**config.mk**
```make
export PLATFORM = sky130hd
export DESIGN_NAME = stage_data_buffer
export DESIGN_NICKNAME = d
export VERILOG_FILES = /design/src/rtl/stage_pkg.sv /design/src/rtl/stage_fifo.sv /design/src/rtl/stage_data_buffer.sv
export SDC_FILE = /design/constraint.sdc
export NUM_CORES = 1
export LEC_CHECK = 0
export CAP_MARGIN = 20
export CORE_UTILIZATION = 56
export CTS_BUF_LIST = sky130_fd_sc_hd__clkbuf_16
export DETAILED_ROUTE_END_ITERATION = 12
export DONT_BUFFER_PORTS = 1
export GPL_TIMING_DRIVEN = 1
export PLACE_DENSITY = 0.77
export RECOVER_POWER = 100
export SETUP_SLACK_MARGIN = 0.02
export SLEW_MARGIN = 20
export SYNTH_ARGS = -nofsm -noshare
export SYNTH_HDL_FRONTEND = slang
export SYNTH_SLANG_ARGS = --single-unit
export TNS_END_PERCENT = 30
```
**constraint.sdc**
```tcl
create_clock -name clk -period 4.35 [get_ports clk]
set_clock_uncertainty 0.2 [all_clocks]
set_input_delay 1.0875 -clock clk [delete_from_list [all_inputs] [get_ports clk]]
set_output_delay 1.0875 -clock clk [all_outputs]
set_load 0.05 [all_outputs]
```
**src/rtl/stage_pkg.sv**
```systemverilog
// Purpose: phase encodings shared by the phase controller and its datapath stages.
// Latency: none (constants and a pure decode helper).
// Backpressure: not applicable.
package stage_pkg;

  localparam logic [1:0] ST_IN   = 2'b00;
  localparam logic [1:0] ST_BUFF = 2'b01;
  localparam logic [1:0] ST_OUT  = 2'b10;
  localparam logic [1:0] ST_ILL  = 2'b11;

  // The illegal encoding behaves like BUFF: nothing moves.
  function automatic logic is_hold(input logic [1:0] st);
    return (st == ST_BUFF) || (st == ST_ILL);
  endfunction

endpackage

```
**src/rtl/stage_fifo.sv**
```systemverilog
// Purpose: in-order word store with wrap-bit pointers and fall-through head.
// Latency: a word written at edge N appears on rd_data from cycle N+1 when the store was empty.
// Backpressure: wr_en ignored when full, rd_en ignored when empty; callers gate with full/empty.
module stage_fifo #(
  parameter int DATA_W = 8,
  parameter int DEPTH  = 8
) (
  input  logic                       clk,
  input  logic                       reset,
  input  logic                       wr_en,
  input  logic [DATA_W-1:0]          wr_data,
  input  logic                       rd_en,
  output logic [DATA_W-1:0]          rd_data,
  output logic [$clog2(DEPTH):0]     count,
  output logic                       full,
  output logic                       empty
);

  localparam int AW    = $clog2(DEPTH);
  localparam int PTR_W = AW + 1;

  logic [DATA_W-1:0] mem_q [DEPTH];
  logic [PTR_W-1:0]  wr_ptr_q, wr_ptr_d;
  logic [PTR_W-1:0]  rd_ptr_q, rd_ptr_d;
  logic              do_wr, do_rd;

  // Full when the wrap bits differ over equal indices; empty when pointers match.
  always_comb begin
    full    = (wr_ptr_q[PTR_W-1] != rd_ptr_q[PTR_W-1]) &&
              (wr_ptr_q[AW-1:0] == rd_ptr_q[AW-1:0]);
    empty   = (wr_ptr_q == rd_ptr_q);
    count   = wr_ptr_q - rd_ptr_q;
    rd_data = mem_q[rd_ptr_q[AW-1:0]];
    do_wr   = wr_en && !full;
    do_rd   = rd_en && !empty;
  end

  // Next pointer values; reset discards every stored word by realigning the pointers.
  always_comb begin
    wr_ptr_d = wr_ptr_q;
    rd_ptr_d = rd_ptr_q;
    if (reset) begin
      wr_ptr_d = '0;
      rd_ptr_d = '0;
    end else begin
      if (do_wr) wr_ptr_d = wr_ptr_q + PTR_W'(1);
      if (do_rd) rd_ptr_d = rd_ptr_q + PTR_W'(1);
    end
  end

  // Pointer registers.
  always_ff @(posedge clk) begin
    wr_ptr_q <= wr_ptr_d;
    rd_ptr_q <= rd_ptr_d;
  end

  // Storage is deliberately not cleared by reset; the pointers define what is valid.
  always_ff @(posedge clk) begin
    if (!reset && do_wr) mem_q[wr_ptr_q[AW-1:0]] <= wr_data;
  end

endmodule

```
**src/rtl/stage_data_buffer.sv**
```systemverilog
// Purpose: phase-driven word buffer: accept in IN, hold in BUFF (and illegal), drain in OUT.
// Latency: first-word fall-through, write at edge N readable from cycle N+1 in OUT.
// Backpressure: in_ready low outside IN or when full; out_valid low outside OUT or when empty.
module stage_data_buffer
  import stage_pkg::*;
#(
  parameter int DATA_W = 8,
  parameter int DEPTH  = 8,
  parameter int CNT_W  = 8
) (
  input  logic                   clk,
  input  logic                   reset,
  input  logic [1:0]             state,
  input  logic                   in_valid,
  input  logic [DATA_W-1:0]      in_data,
  output logic                   in_ready,
  output logic                   out_valid,
  output logic [DATA_W-1:0]      out_data,
  input  logic                   out_ready,
  output logic [$clog2(DEPTH):0] count,
  output logic                   full,
  output logic                   empty,
  output logic [CNT_W-1:0]       drop_cnt,
  output logic                   state_err
);

  logic             wr_en, rd_en, hold;
  logic [CNT_W-1:0] drop_cnt_q, drop_cnt_d;
  logic             state_err_q, state_err_d;

  stage_fifo #(
    .DATA_W (DATA_W),
    .DEPTH  (DEPTH)
  ) u_fifo (
    .clk     (clk),
    .reset   (reset),
    .wr_en   (wr_en),
    .wr_data (in_data),
    .rd_en   (rd_en),
    .rd_data (out_data),
    .count   (count),
    .full    (full),
    .empty   (empty)
  );

  // Handshakes look only at the current phase; there is no pending-transfer memory.
  always_comb begin
    hold      = is_hold(state);
    in_ready  = !reset && !hold && (state == ST_IN)  && !full;
    out_valid = !reset && !hold && (state == ST_OUT) && !empty;
    wr_en     = in_valid && in_ready;
    rd_en     = out_valid && out_ready;
  end

  // Drop counter saturates; the sticky error latches on the illegal encoding until reset.
  always_comb begin
    drop_cnt_d  = drop_cnt_q;
    state_err_d = state_err_q;
    if (reset) begin
      drop_cnt_d  = '0;
      state_err_d = 1'b0;
    end else begin
      if (in_valid && !in_ready && (drop_cnt_q != {CNT_W{1'b1}}))
        drop_cnt_d = drop_cnt_q + CNT_W'(1);
      if (state == ST_ILL)
        state_err_d = 1'b1;
    end
  end

  // Telemetry registers.
  always_ff @(posedge clk) begin
    drop_cnt_q  <= drop_cnt_d;
    state_err_q <= state_err_d;
  end

  assign drop_cnt  = drop_cnt_q;
  assign state_err = state_err_q;

endmodule

```
==> results of run 1 <==
sequential cells by signal, summed over array words and instances (netlist names), named ones only:
signal and count:
u_fifo.rd_ptr_q 4, drop_cnt 8, state_err 1, u_fifo.mem_q 64, u_fifo.wr_ptr_q 4
final cells by class:
type / instances / area, µm² / share of cell area, %
Clock buffer: 9 / 225 / 5.81
Tap cell: 75 / 93.8 / 2.42
Multi-Input combinational cell: 121 / 1080 / 27.9
Inverter: 10 / 37.5 / 0.968
Clock inverter: 7 / 67.6 / 1.74
Timing Repair Buffer: 12 / 48.8 / 1.26
Sequential cell: 84 / 2320 / 59.9
worst reg2reg max path: stages, from the launching register on:
cell and delay, ps:
dfxtp_1 460, inv_1 160, ha_1 320, nand3_1 160
o21ai_0 230, inv_1 600, nand3_1 240, nor3_1 240
clkbuf_1 500
path summary, 6_finish.rpt:
| path | start | cells past startpoint | to | slack, ps |
|---|---|---|---|---|
| hold reg to reg | u_fifo.wr_ptr_q[3] | 2 | u_fifo.wr_ptr_q[3] | 340 |
| setup reg to reg | u_fifo.wr_ptr_q[0] | 8 | u_fifo.mem_q[6][4] | 870 |
| setup / recovery | u_fifo.wr_ptr_q[0] | 7 | out_valid | 580 |
| hold / removal | u_fifo.wr_ptr_q[3] | 2 | u_fifo.wr_ptr_q[3] | 340 |
through the flow:
step / hold WS (ps) / setup WS [ps] / total power [mW] / cell area (µm²)
floorplan: 294 / 898 / 0.928 / 3500
global placement: 314 / 1140 / 0.930 / 3660
detailed placement: 322 / 1140 / 0.931 / 3660
CTS: 336 / 809 / 1.66 / 3950
global route: 362 / 375 / 1.69 / 3880
finish: 336 / 582 / 1.65 / 3880
kinds of logic (layout without fill, tap and decap cells):
logic type      count (synthesis)  count (layout)  synth area share [%]
compound gates                 24              24                  4.33
xor+xnor                        6               6                  1.50
fa+ha+maj                       7               7                  2.72
buf+inv                        20              38                  2.40
flops                          84              84                  66.4
mux                            29              29                  14.4
simple gates                   55              55                  8.26
cell usage in the layout (no fill, tap or decap):
cell	n
edfxtp_1	64
dfxtp_1	20
mux4_2	16
nor2_1	15
a21oi_1	12
mux2_1	11
clkbuf_1	11
inv_1	10
clkbuf_16	9
nand2_1	6
ha_1	6
nand3_1	5
nor3_1	5
o21ai_0	5
nor4_1	5
xnor2_1	4
nand4_1	4
nor2b_1	4
or3_1	4
o31ai_1	3
or4_1	3
xor2_1	2
nand2b_1	2
mux2i_1	2
clkinv_1	2
clkinv_4	2
a21o_1	1
o211ai_1	1
nor4_2	1
nor3b_1	1
o2111ai_1	1
a311oi_1	1
fa_1	1
bufinv_16	1
clkinvlp_4	1
clkinv_2	1
buf_4	1
routing by layer:
metal  vias up  share of wire, %  global-route usage, %
li1        905                 -                      -
met1       915                44                   23.9
met2        41                50                   33.4
met3        11               4.4                   4.61
met4         0               1.7                   10.7
met5         -                 0                      0
power groups by stage:
| stage | sequential (mW) | combinational [mW] | clock (mW) |
|---|---|---|---|
| after CTS | 0.880 | 0.0341 | 0.746 |
| after global routing | 0.880 | 0.0336 | 0.779 |
| after floorplan | 0.895 | 0.0326 | 0 |
| after global placement | 0.896 | 0.0332 | 0 |
| final | 0.880 | 0.0310 | 0.735 |
| after detailed placement | 0.897 | 0.0340 | 0 |
==> out/metrics.cfg, run 1 <==
[run_status]
status=finished clean

[route]
vias_per_cell=5.89
wire_per_inst_um=18.2
dr.first_iter.drc_count=68
post-route-drc-count=0
wl_um=5800
ant_nets=0
dr.pass1.iters=4
vias=1872

[grt]
grt-ovfl-total=0
grt_max_degree=27
antenna_found_initial=0
grt_pass1_wl_um=8990
grt.total_usage_pct=19.9
grt_pass1_vias=1827

[floorplanning]
floorplan.initialDensity_pct=58.4
core_um2=5990
rows=28
chipWidth_um=81.0
die_y_um=81.0
ios=39
fp.dieArea_um2=6570

[worst_setup_path]
end_kind=primary output
path_cells=inv_1 > ha_1 > nand3_1 > nor2_1 > clkbuf_1 > nor2_1 > clkbuf_1
cpLargestDelayFamily=buffers and inverters
worstPathArrival_ps=2480
path_max_fanout=7
required_ps=3060
critical-path-max-stage-delay_ps=490
path_buf_inv=3
start_kind=register
path_class=register to primary output
crit_slowest_cell=clkbuf_1

[clock_tree]
clkTransAtPathRegs_ps=60
postCtsHoldBufs=0
clockBufferDepth=2
cts_tree=built
post_cts_buffers=0
clock_latency_ps=340
root_buffer=clkbuf_16
cts_resized=0
htreeDepth=3
cts_buffers=9
cts.sinks=84

[sta]
slew_headroom_pct=34.5
tns_ps=0
fmax_mhz=265
hold_viol=0
fin_crit_sh_pct=86.6
grt_setup_unrepaired=false
worst_pin_slew_ps=979
min_period_ps=3770
setup_violations=0
maxSlewViolCount=0

[placed_design]
dp_cells=302
portBuffers=0
place_hpwl_um=3680
place_congestion=0.722

[yosys]
synth.area.top_cells=edfxtp_1 (55%), dfxtp_1 (11%), mux4_2 (10%)
yosysWarnings=0
synthDistinctLibCells=35
async_flop_share_pct=0
synthTopCellsByCount=edfxtp_1 (64), dfxtp_1 (20), mux4_2 (16), nor2_1 (15), a21oi_1 (12)
synth_area_um2=3500
yosysTopAreaCellShare_pct=54.9
synth-edff-count=64
synth.yosys.seq_area_share_pct=66.4
syn_inst=225
ys_seq_elements=84
yosysMostFrequentCell=edfxtp_1
synth_area_leader_cell=edfxtp_1
syn_nets=246
synth_ff_type=edfxtp_1
avgSynthCellArea_um2=15.5

[layout]
diodes=0
stdcell_count=318
areaGrowthSynthToFinish_pct=10.8
drive_gt1_share_pct=13.2
nFillCells=433
nets=259
final_util_pct=64.7

[power_and_ir_drop]
power_density_nw_per_um2=424
clkPwrFrac_pct=44.6
peakVddDrop_mv=0.226
cellInternalPower_mw=1.32
p_switching_mw=0.328
leakage_nw=1.24
seqPwrFrac_pct=53.5
swShare_pct=20.0
combPwrFrac_pct=1.9

[hold_path]
min_path_type=register to register

[job]
cap_violations=0

No activity file was read; power rests on OpenSTA's default activity.
==> run 2, diff against run 1 <==
--- a/config.mk
+++ b/config.mk
@@ -6,6 +6,7 @@
 export NUM_CORES = 1
 export LEC_CHECK = 0
 export CAP_MARGIN = 20
+export CORE_MARGIN = 5
 export CORE_UTILIZATION = 56
 export CTS_BUF_LIST = sky130_fd_sc_hd__clkbuf_16
 export DETAILED_ROUTE_END_ITERATION = 12
==> out/metrics.cfg, run 2 (same netlist as run 1, synthesis figures left out) <==
[floorplanning]
die_y_um=89.0  ; was 81.0 µm
fp.dieArea_um2=7930  ; was 6570 µm²
rows=28  ; unchanged
ios=39  ; unchanged
floorplan.initialDensity_pct=58.4  ; unchanged
core_um2=5990  ; unchanged
chipWidth_um=89.0  ; was 81.0 µm

[layout]
final_cell_mix=edfxtp_1 (64), dfxtp_1 (20), mux4_2 (16)  ; unchanged
diodes=0  ; unchanged
nets=259  ; unchanged
nFillCells=426  ; was 433
largest_reg_flops=64  ; unchanged
final_common_cell=edfxtp_1  ; unchanged
areaGrowthSynthToFinish_pct=11.0  ; was 10.8%
drive_gt1_share_pct=14.0  ; was 13.2%

[worst_setup_path]
critical-path-max-stage-delay_ps=500  ; was 490 ps
crit_slowest_cell=clkbuf_1  ; unchanged
path_buf_inv=3  ; unchanged
path_class=register to primary output  ; unchanged
required_ps=3060  ; about the same
critPathLaunch=u_fifo.wr_ptr_q[0]  ; unchanged
cpLargestDelayFamily=buffers and inverters  ; unchanged
start_kind=register  ; unchanged
rrSetupSlack_ps=1140  ; was 870 ps
path_cells=inv_1 > ha_1 > nand3_1 > nor2_1 > clkbuf_1 > nor2_1 > clkbuf_1  ; unchanged
worstPathArrival_ps=2470  ; was 2480 ps
path_max_fanout=7  ; unchanged
reg2reg_from=u_fifo.wr_ptr_q[0]  ; unchanged
end_kind=primary output  ; unchanged

[placed_design]
place_hpwl_um=3990  ; was 3680 µm
portBuffers=0  ; unchanged
preCtsSetupSlack_ps=1130  ; was 1140 ps
place_congestion=0.728  ; was 0.722

[clock_tree]
postCtsHoldBufs=0  ; unchanged
cts_resized=0  ; unchanged
cts_tree=built  ; unchanged
root_buffer=clkbuf_16  ; unchanged
htreeDepth=3  ; unchanged
clock_latency_ps=320  ; was 340 ps
post_cts_buffers=0  ; unchanged
cts_buffers=9  ; unchanged
clkTransAtPathRegs_ps=60  ; about the same
cts.sinks=84  ; unchanged
clockBufferDepth=2  ; unchanged

[run_status]
status=finished clean  ; unchanged

[route]
vias=1864  ; was 1872
ant_nets=0  ; unchanged
dr.pass1.iters=4  ; unchanged
wire_per_inst_um=19.2  ; was 18.2 µm
vias_per_cell=5.86  ; was 5.89
dr.first_iter.drc_count=117  ; was 68
post-route-drc-count=0  ; unchanged
wl_um=6120  ; was 5800 µm

[grt]
grt-ovfl-total=0  ; unchanged
grt.total_usage_pct=17.3  ; was 19.9%
antenna_found_initial=0  ; unchanged
grt_pass1_vias=2000  ; was 1827
grt_max_degree=27  ; unchanged
grt_pass1_wl_um=9850  ; was 8990 µm

[sta]
setup_ws_ps=594  ; was 582 ps
fmax_mhz=266  ; was 265 MHz
fin_crit_sh_pct=86.3  ; was 86.6%
min_period_ps=3760  ; was 3770 ps
maxSlewViolCount=0  ; unchanged
grt_setup_unrepaired=false  ; unchanged
hold_viol=0  ; unchanged
setup_violations=0  ; unchanged
slew_headroom_pct=40.6  ; was 34.5%
tns_ps=0  ; unchanged
worst_pin_slew_ps=888  ; was 979 ps

[power_and_ir_drop]
peakVddDrop_mv=0.258  ; was 0.226 mV
power_density_nw_per_um2=418  ; was 424 nW/µm²
leakage_nw=1.25  ; was 1.24 nW

[hold_path]
min-delay-start=u_fifo.rd_ptr_q[3]  ; was u_fifo.wr_ptr_q[3]
min_path_type=register to register  ; unchanged

[job]
cap_violations=0  ; unchanged

## run 2: changes by cell type in the layout (fill, tap and decap cells not counted), sizes merged
cell	delta
clkinvlp	+1
clkinv	-4
inv	+3
## run 2: metrics by stage
stage | power, mW | instances | hold WS (ps) | util, % | instance area, µm²
after floorplan | 0.928 | 225 | 294 | - | 3500
after global placement | 0.930 | 302 | 304 | 61.1 | 3660
after detailed placement | 0.931 | 302 | 312 | 61.1 | 3660
after CTS | 1.63 | 318 | 319 | 65.9 | 3950
after global routing | 1.67 | 318 | 362 | 64.8 | 3880
final | 1.62 | 318 | 321 | 64.8 | 3880
## run 2: path summary, 6_finish.rpt
check / to / cells past startpoint
min reg2reg: u_fifo.rd_ptr_q[3] / 2
max: out_valid / 7
max reg2reg: u_fifo.mem_q[4][0] / 8
min: u_fifo.rd_ptr_q[3] / 2
## run 2: power by group
part | internal, mW | total (mW) | switching, mW
clock | 0.437 | 0.711 | 0.275
combinational | 0.00943 | 0.0313 | 0.0219
sequential | 0.867 | 0.880 | 0.0131
## run 2: final cells by class
type | instances | area (µm²) | area share [%]
Sequential cell | 84 | 2320 | 59.8
Multi-Input combinational cell | 121 | 1090 | 28.2
Clock buffer | 9 | 225 | 5.80
Tap cell | 75 | 93.8 | 2.42
Clock inverter | 7 | 61.3 | 1.58
Timing Repair Buffer | 12 | 48.8 | 1.26
Inverter | 10 | 37.5 | 0.966
## run 2: metal layers
metal  vias to the layer above  share of wire, %  track usage, %
met3                         7               5.7            4.15
met2                        50                51            28.7
met1                       907                42            21.3
met4                         0               1.2            8.53
met5                         -                 0               0
li1                        900                 -               -
## run 2: worst register-to-register path, delay by kind of cell, from the launching register on
| kind | cells | cell delay, ps |
|---|---|---|
| fa+ha+maj | 1 | 320 |
| simple gates | 3 | 540 |
| flops | 1 | 450 |
| compound gates | 1 | 260 |
| buf+inv | 3 | 1080 |
